**src/rtl/clint_timer.sv**
```systemverilog
// clint_timer: core-local interruptor with a free-running 64-bit mtime, a 64-bit
// mtimecmp and a software-interrupt bit.
//
// Ports:
//   clk        system clock, rising edge
//   resetn     asynchronous active-low reset
//   addr       bus address; only addr[15:0] is decoded
//   wdata      full-word store data
//   ren, wen   one-cycle read / write strobes
//   rdata      registered read data (loaded on a ren edge, held otherwise)
//   timer_irq  machine timer interrupt pending (mtime >= mtimecmp), registered
//   soft_irq   machine software interrupt pending (msip), registered
//
// Register map (addr[15:0]):
//   0x0000 msip (bit0)   0x4000/0x4004 mtimecmp lo/hi   0xBFF8/0xBFFC mtime lo/hi
//   A read of 0xBFFC returns the high word latched by the last 0xBFF8 read.
module clint_timer #(
  parameter int unsigned TICK_DIV = 27
) (
  input  logic        clk,
  input  logic        resetn,
  input  logic [31:0] addr,
  input  logic [31:0] wdata,
  input  logic        ren,
  input  logic        wen,
  output logic [31:0] rdata,
  output logic        timer_irq,
  output logic        soft_irq
);

  localparam logic [15:0] AddrMsip     = 16'h0000;
  localparam logic [15:0] AddrMtcmpLo  = 16'h4000;
  localparam logic [15:0] AddrMtcmpHi  = 16'h4004;
  localparam logic [15:0] AddrMtimeLo  = 16'hBFF8;
  localparam logic [15:0] AddrMtimeHi  = 16'hBFFC;
  localparam logic [15:0] PrescMax     = 16'(TICK_DIV - 1);

  logic [15:0] offset;
  logic        unused_addr_hi;

  logic [15:0] presc_q, presc_d;
  logic        tick;
  logic [63:0] mtime_q, mtime_d;
  logic [63:0] mtimecmp_q, mtimecmp_d;
  logic        msip_q, msip_d;
  logic [31:0] hi_shadow_q, hi_shadow_d;
  logic [31:0] rdata_q, rdata_d;
  logic        timer_irq_q, soft_irq_q;

  assign offset         = addr[15:0];
  assign unused_addr_hi = ^addr[31:16];

  // Prescaler runs freely; bus writes never disturb its phase.
  assign tick    = (presc_q == PrescMax);
  assign presc_d = tick ? 16'd0 : presc_q + 16'd1;

  // Register writes. A write to either mtime half overrides that cycle's tick.
  always_comb begin
    mtime_d    = tick ? mtime_q + 64'd1 : mtime_q;
    mtimecmp_d = mtimecmp_q;
    msip_d     = msip_q;
    if (wen) begin
      case (offset)
        AddrMsip:    msip_d             = wdata[0];
        AddrMtcmpLo: mtimecmp_d[31:0]   = wdata;
        AddrMtcmpHi: mtimecmp_d[63:32]  = wdata;
        AddrMtimeLo: mtime_d            = {mtime_q[63:32], wdata};
        AddrMtimeHi: mtime_d            = {wdata, mtime_q[31:0]};
        default:     ;
      endcase
    end
  end

  // Reads see pre-write register values; a low mtime read snapshots the high word.
  always_comb begin
    rdata_d     = rdata_q;
    hi_shadow_d = hi_shadow_q;
    if (ren) begin
      case (offset)
        AddrMsip:    rdata_d = {31'd0, msip_q};
        AddrMtcmpLo: rdata_d = mtimecmp_q[31:0];
        AddrMtcmpHi: rdata_d = mtimecmp_q[63:32];
        AddrMtimeLo: begin
          rdata_d     = mtime_q[31:0];
          hi_shadow_d = mtime_q[63:32];
        end
        AddrMtimeHi: rdata_d = hi_shadow_q;
        default:     rdata_d = 32'd0;
      endcase
    end
  end

  always_ff @(posedge clk or negedge resetn) begin
    if (!resetn) begin
      presc_q     <= 16'd0;
      mtime_q     <= 64'd0;
      mtimecmp_q  <= 64'hFFFF_FFFF_FFFF_FFFF;
      msip_q      <= 1'b0;
      hi_shadow_q <= 32'd0;
      rdata_q     <= 32'd0;
      timer_irq_q <= 1'b0;
      soft_irq_q  <= 1'b0;
    end else begin
      presc_q     <= presc_d;
      mtime_q     <= mtime_d;
      mtimecmp_q  <= mtimecmp_d;
      msip_q      <= msip_d;
      hi_shadow_q <= hi_shadow_d;
      rdata_q     <= rdata_d;
      // Compare current register values; the line lags state by one edge.
      timer_irq_q <= (mtime_q >= mtimecmp_q);
      soft_irq_q  <= msip_q;
    end
  end

  assign rdata     = rdata_q;
  assign timer_irq = timer_irq_q;
  assign soft_irq  = soft_irq_q;

endmodule

```
**config.mk**
```make
export PLATFORM = sky130hd
export DESIGN_NAME = clint_timer
export DESIGN_NICKNAME = d
export VERILOG_FILES = /design/src/rtl/clint_timer.sv
export SDC_FILE = /design/constraint.sdc
export NUM_CORES = 1
export LEC_CHECK = 0
export ABC_CLOCK_PERIOD_IN_PS = 2800
export CELL_PAD_IN_SITES_DETAIL_PLACEMENT = 1
export CELL_PAD_IN_SITES_GLOBAL_PLACEMENT = 1
export CORE_MARGIN = 4
export CORE_UTILIZATION = 40
export CTS_BUF_LIST = sky130_fd_sc_hd__clkbuf_4 sky130_fd_sc_hd__clkbuf_8 sky130_fd_sc_hd__clkbuf_16
export CTS_CLUSTER_SIZE = 40
export DETAILED_ROUTE_END_ITERATION = 10
export GPL_ROUTABILITY_DRIVEN = 0
export MAX_ROUTING_LAYER = met4
export PLACE_DENSITY = 0.82
export SLEW_MARGIN = 20
export SYNTH_ARGS = -nofsm -noshare
export SYNTH_HDL_FRONTEND = slang
export SYNTH_SLANG_ARGS = --single-unit
```
**constraint.sdc**
```tcl
create_clock -name clk -period 2.8 [get_ports clk]
set_input_delay 0.42 -clock clk [delete_from_list [all_inputs] [get_ports clk]]
set_output_delay 0.42 -clock clk [all_outputs]
set_load 0.05 [all_outputs]
```
==> run_results.csv <==
group,metric,value,unit
outcome,status,"completed",
power_and_ir_drop,power.total,6.55,mW
logic_synthesis,synth-simple-area-share,0.167,
critical_path,worstRegToRegCells,6,
logic_synthesis,synth_compound_area_frac,0.145,
final_layout,layout-drive-gt1-share,0.293,
cts,clock_sinks,211,
logic_synthesis,synthMuxAreaShare,0.117,
sta,max_freq,365,MHz
logic_synthesis,ys_warn_count,0,
placement,io_buffer_count,85,
critical_path,crit_cells,6,
critical_path,slowest_stage,"or4_1",
power_and_ir_drop,powerDensity,423,nW/um^2
power_and_ir_drop,ir_worst_vdd,0.000598,V
floorplan,start_util,0.408,
global_routing,grt_max_degree,80,
logic_synthesis,ys.flop_type,"dfrtp_1",
logic_synthesis,async_flop_share,1.00,
critical_path,crit_path_end,"mtime_q[59]$_DFFE_PN0P_",
final_layout,area_growth,27.3,%
job,maxCapViolCount,0,
power_and_ir_drop,p_int,5.03,mW
floorplan,rows,63,
sta,finalSetupTns,0,ns
final_layout,diodes,0,
critical_path,cp-start-kind,"flop",
floorplan,die_x,182,um
cts,clock_tree.root_cell,"clkbuf_16",
final_layout,fin_area,15500,sq um
route,detail_route.vias_per_cell,6.21,
worst_hold_path,hold_class,"reg -> reg",
final_layout,layoutNonFillerInstCount,1844,
logic_synthesis,syn_nets,1360,
sta,maxSlewViolCount,0,
sta,fin_worst_skew,0.0210,ns
final_layout,final_util,0.520,
power_and_ir_drop,p_switching,1.51,mW
power_and_ir_drop,seqPwrFrac,0.467,
placement,postPlaceCellArea,14600,sq um
logic_synthesis,avgSynthCellArea,9.93,sq um
critical_path,crit_arrival,3.14,ns
placement,dp_cells,1794,
logic_synthesis,synth_top_family_by_area,"simple AND/OR/NAND/NOR gates",
sta,fin_crit_sh,0.979,
route,wl_met3,2.72,mm
floorplan,ioPinCount,102,
route,vias,11400,
critical_path,worst_ep_required_time,3.20,ns
critical_path,cp_max_fo,7,
cts,worstSkewPairLatency,0.54,ns
critical_path,endpoint_kind,"flop",
sta,setup_ws,0.0595,ns
cts,cts_tree,"built",
sta,finalCriticalPeriod,2.74,ns
floorplan,die_h,182,um
route,wl,44.7,mm
route,ant_nets,0,
logic_synthesis,synthAdderAreaFrac,0.0689,
critical_path,critPathLaunch,"mtime_q[21]$_DFFE_PN0P_",
floorplan,coreArea,29800,sq um
logic_synthesis,ys_seq_area_frac,0.441,
sta,hold_viol,0,
critical_path,cp_top_family,"simple AND/OR/NAND/NOR gates",
cts,htree_levels,1,
cts,clockBufferDepth,3,
logic_synthesis,syn_inst,1225,
cts,clkTransAtPathRegs,0.06,ns
critical_path,regToRegSetupSlack,0.06,ns
logic_synthesis,syn_area,12200,sq um
power_and_ir_drop,p_clk_frac,0.493,
final_layout,final_common_cell,"dfrtp_1",
route,drt_iter0_markers,1053,
logic_synthesis,ys_ff_latch,211,
placement,dp_slack,-0.0953,ns
floorplan,die_area,33300,sq um
final_layout,most-common-layout-cells,"dfrtp_1 (147), buf_4 (145), mux2_2 (118)",
logic_synthesis,synth_cell_type_count,69,
global_routing,grt_pass1_wl,69.9,mm
worst_hold_path,holdPathStages,0,
global_routing,grt_pass1_vias,12400,
power_and_ir_drop,leakagePower,6.37,nW
critical_path,crit_chain,"nand3_1 > or3_1 > or4_1 > or4_4 > o32ai_1 > a21oi_2",
power_and_ir_drop,pwr-share-comb,0.040,
route,wl_met2,22.0,mm
critical_path,worstSetupPathType,"reg -> reg",
global_routing,antenna_found_initial,0,
cts,numCtsBuffers,25,
logic_synthesis,synth_edf_count,0,
route,drcViolationCount,0,
critical_path,critPathMaxStageDelay,0.57,ns
final_layout,nets,1571,
logic_synthesis,synthXorXnorAreaFrac,0.0101,
critical_path,r2r_start,"mtime_q[21]$_DFFE_PN0P_",
power_and_ir_drop,p_sw_frac,0.231,
sta,relSlewSlack,0.564,
global_routing,overflow,0,
final_layout,multiInputGateArea,6300,sq um
route,top_layer_used,"met4",
critical_path,critPathBufInv,0,
route,drtPass1Iterations,6,
final_layout,layout.area.seq,5360,sq um
route,drt-wirelength-per-cell,24.2,um
global_routing,grt_usage,0.268,
sta,hold_slack,0.428,ns
final_layout,nFillCells,3333,
sta,worst_pin_slew,0.653,ns
placement,hpwl,32.3,mm
critical_path,r2r-end,"mtime_q[59]$_DFFE_PN0P_",
route,wl_met1,18.5,mm
sta,setup_violations,0,
==> worst register-to-register path, delay by kind of cell (launching register included) <==
family / cells / cell delay (ns)
compound gates: 2 / 0.38
flops: 1 / 0.51
simple gates: 4 / 1.72
==> layout make-up <==
class,instances,share of cell area
tap,390,0.0315
timing repair buffer,240,0.137
sequential,211,0.346
clock inverter,9,0.00485
clock buffer,36,0.0465
inverter,114,0.0276
multi-input combinational,844,0.407
==> power groups by stage <==
stage	Combinational, mW	Clock, mW	Sequential, mW
2_1_floorplan	0.0468	0	3.11
6_report	0.265	3.23	3.06
3_5_place_dp	0.262	0	3.11
4_1_cts	0.267	3.27	3.06
3_3_place_gp	0.256	0	3.11
5_1_grt	0.285	3.40	3.05
==> routing by layer <==
metal | GRT usage | vias up
li1 | - | 4998
met1 | 0.342 | 5881
met2 | 0.448 | 464
met3 | 0.0309 | 100
met4 | 0.0904 | 0
met5 | - | -
==> logic make-up after synthesis <==
group / count (synthesis)
simple gates: 392
mux: 127
buf+inv: 170
flops: 211
fa+ha+maj: 67
xor+xnor: 14
compound gates: 244
==> registers in the layout (all words and copies together) (netlist names) <==
signal	count
msip_q	1
mtime_q	64
timer_irq	1
soft_irq	1
rdata	32
presc_q	16
mtimecmp_q	64
hi_shadow_q	32
==> cell usage after synthesis (all sizes together), types with 7 or more instances <==
library cell	count	area [sq um]
o221a	7	78.8
and2	10	62.6
a21o	9	67.6
nor3	25	135
or2	8	50.1
o22ai	41	257
and3	7	43.8
nand4	43	269
clkbuf	48	180
o21a	7	52.6
dfrtp	147	3680
or4	17	139
a211oi	13	97.6
nand2	95	359
mux2	118	1330
o21ai	30	150
a222oi	31	310
buf	8	31.3
xnor2	8	70.1
ha	67	838
nor4	22	144
dfstp	64	1680
nor2	67	251
inv	114	428
or3	8	55.1
a21oi	39	195
mux2i	9	90.1
o211ai	22	165
nand3	71	360
==> timing repair <==
action / 4_1_cts / 5_1_grt
pin swaps: 0 / 6
gates resized for setup: 4 / 10
endpoints found under the hold margin: 54 / 0
endpoints found under the setup margin: 5 / 11
hold buffers: 1 / 0
setup buffers: 0 / 4
==> worst min-delay path by stage <==
stage	startpoint	endpoint	slack, ns
floorplan	resetn	hi_shadow_q[0]$_DFFE_PN0P_	0.12
global placement	msip_q$_DFFE_PN0P_	soft_irq$_DFF_PN0_	0.43
detailed placement	msip_q$_DFFE_PN0P_	soft_irq$_DFF_PN0_	0.42
CTS	msip_q$_DFFE_PN0P_	soft_irq$_DFF_PN0_	0.44
global route	msip_q$_DFFE_PN0P_	soft_irq$_DFF_PN0_	0.45
finish	msip_q$_DFFE_PN0P_	soft_irq$_DFF_PN0_	0.43
No activity file was read; power rests on OpenSTA's default activity.
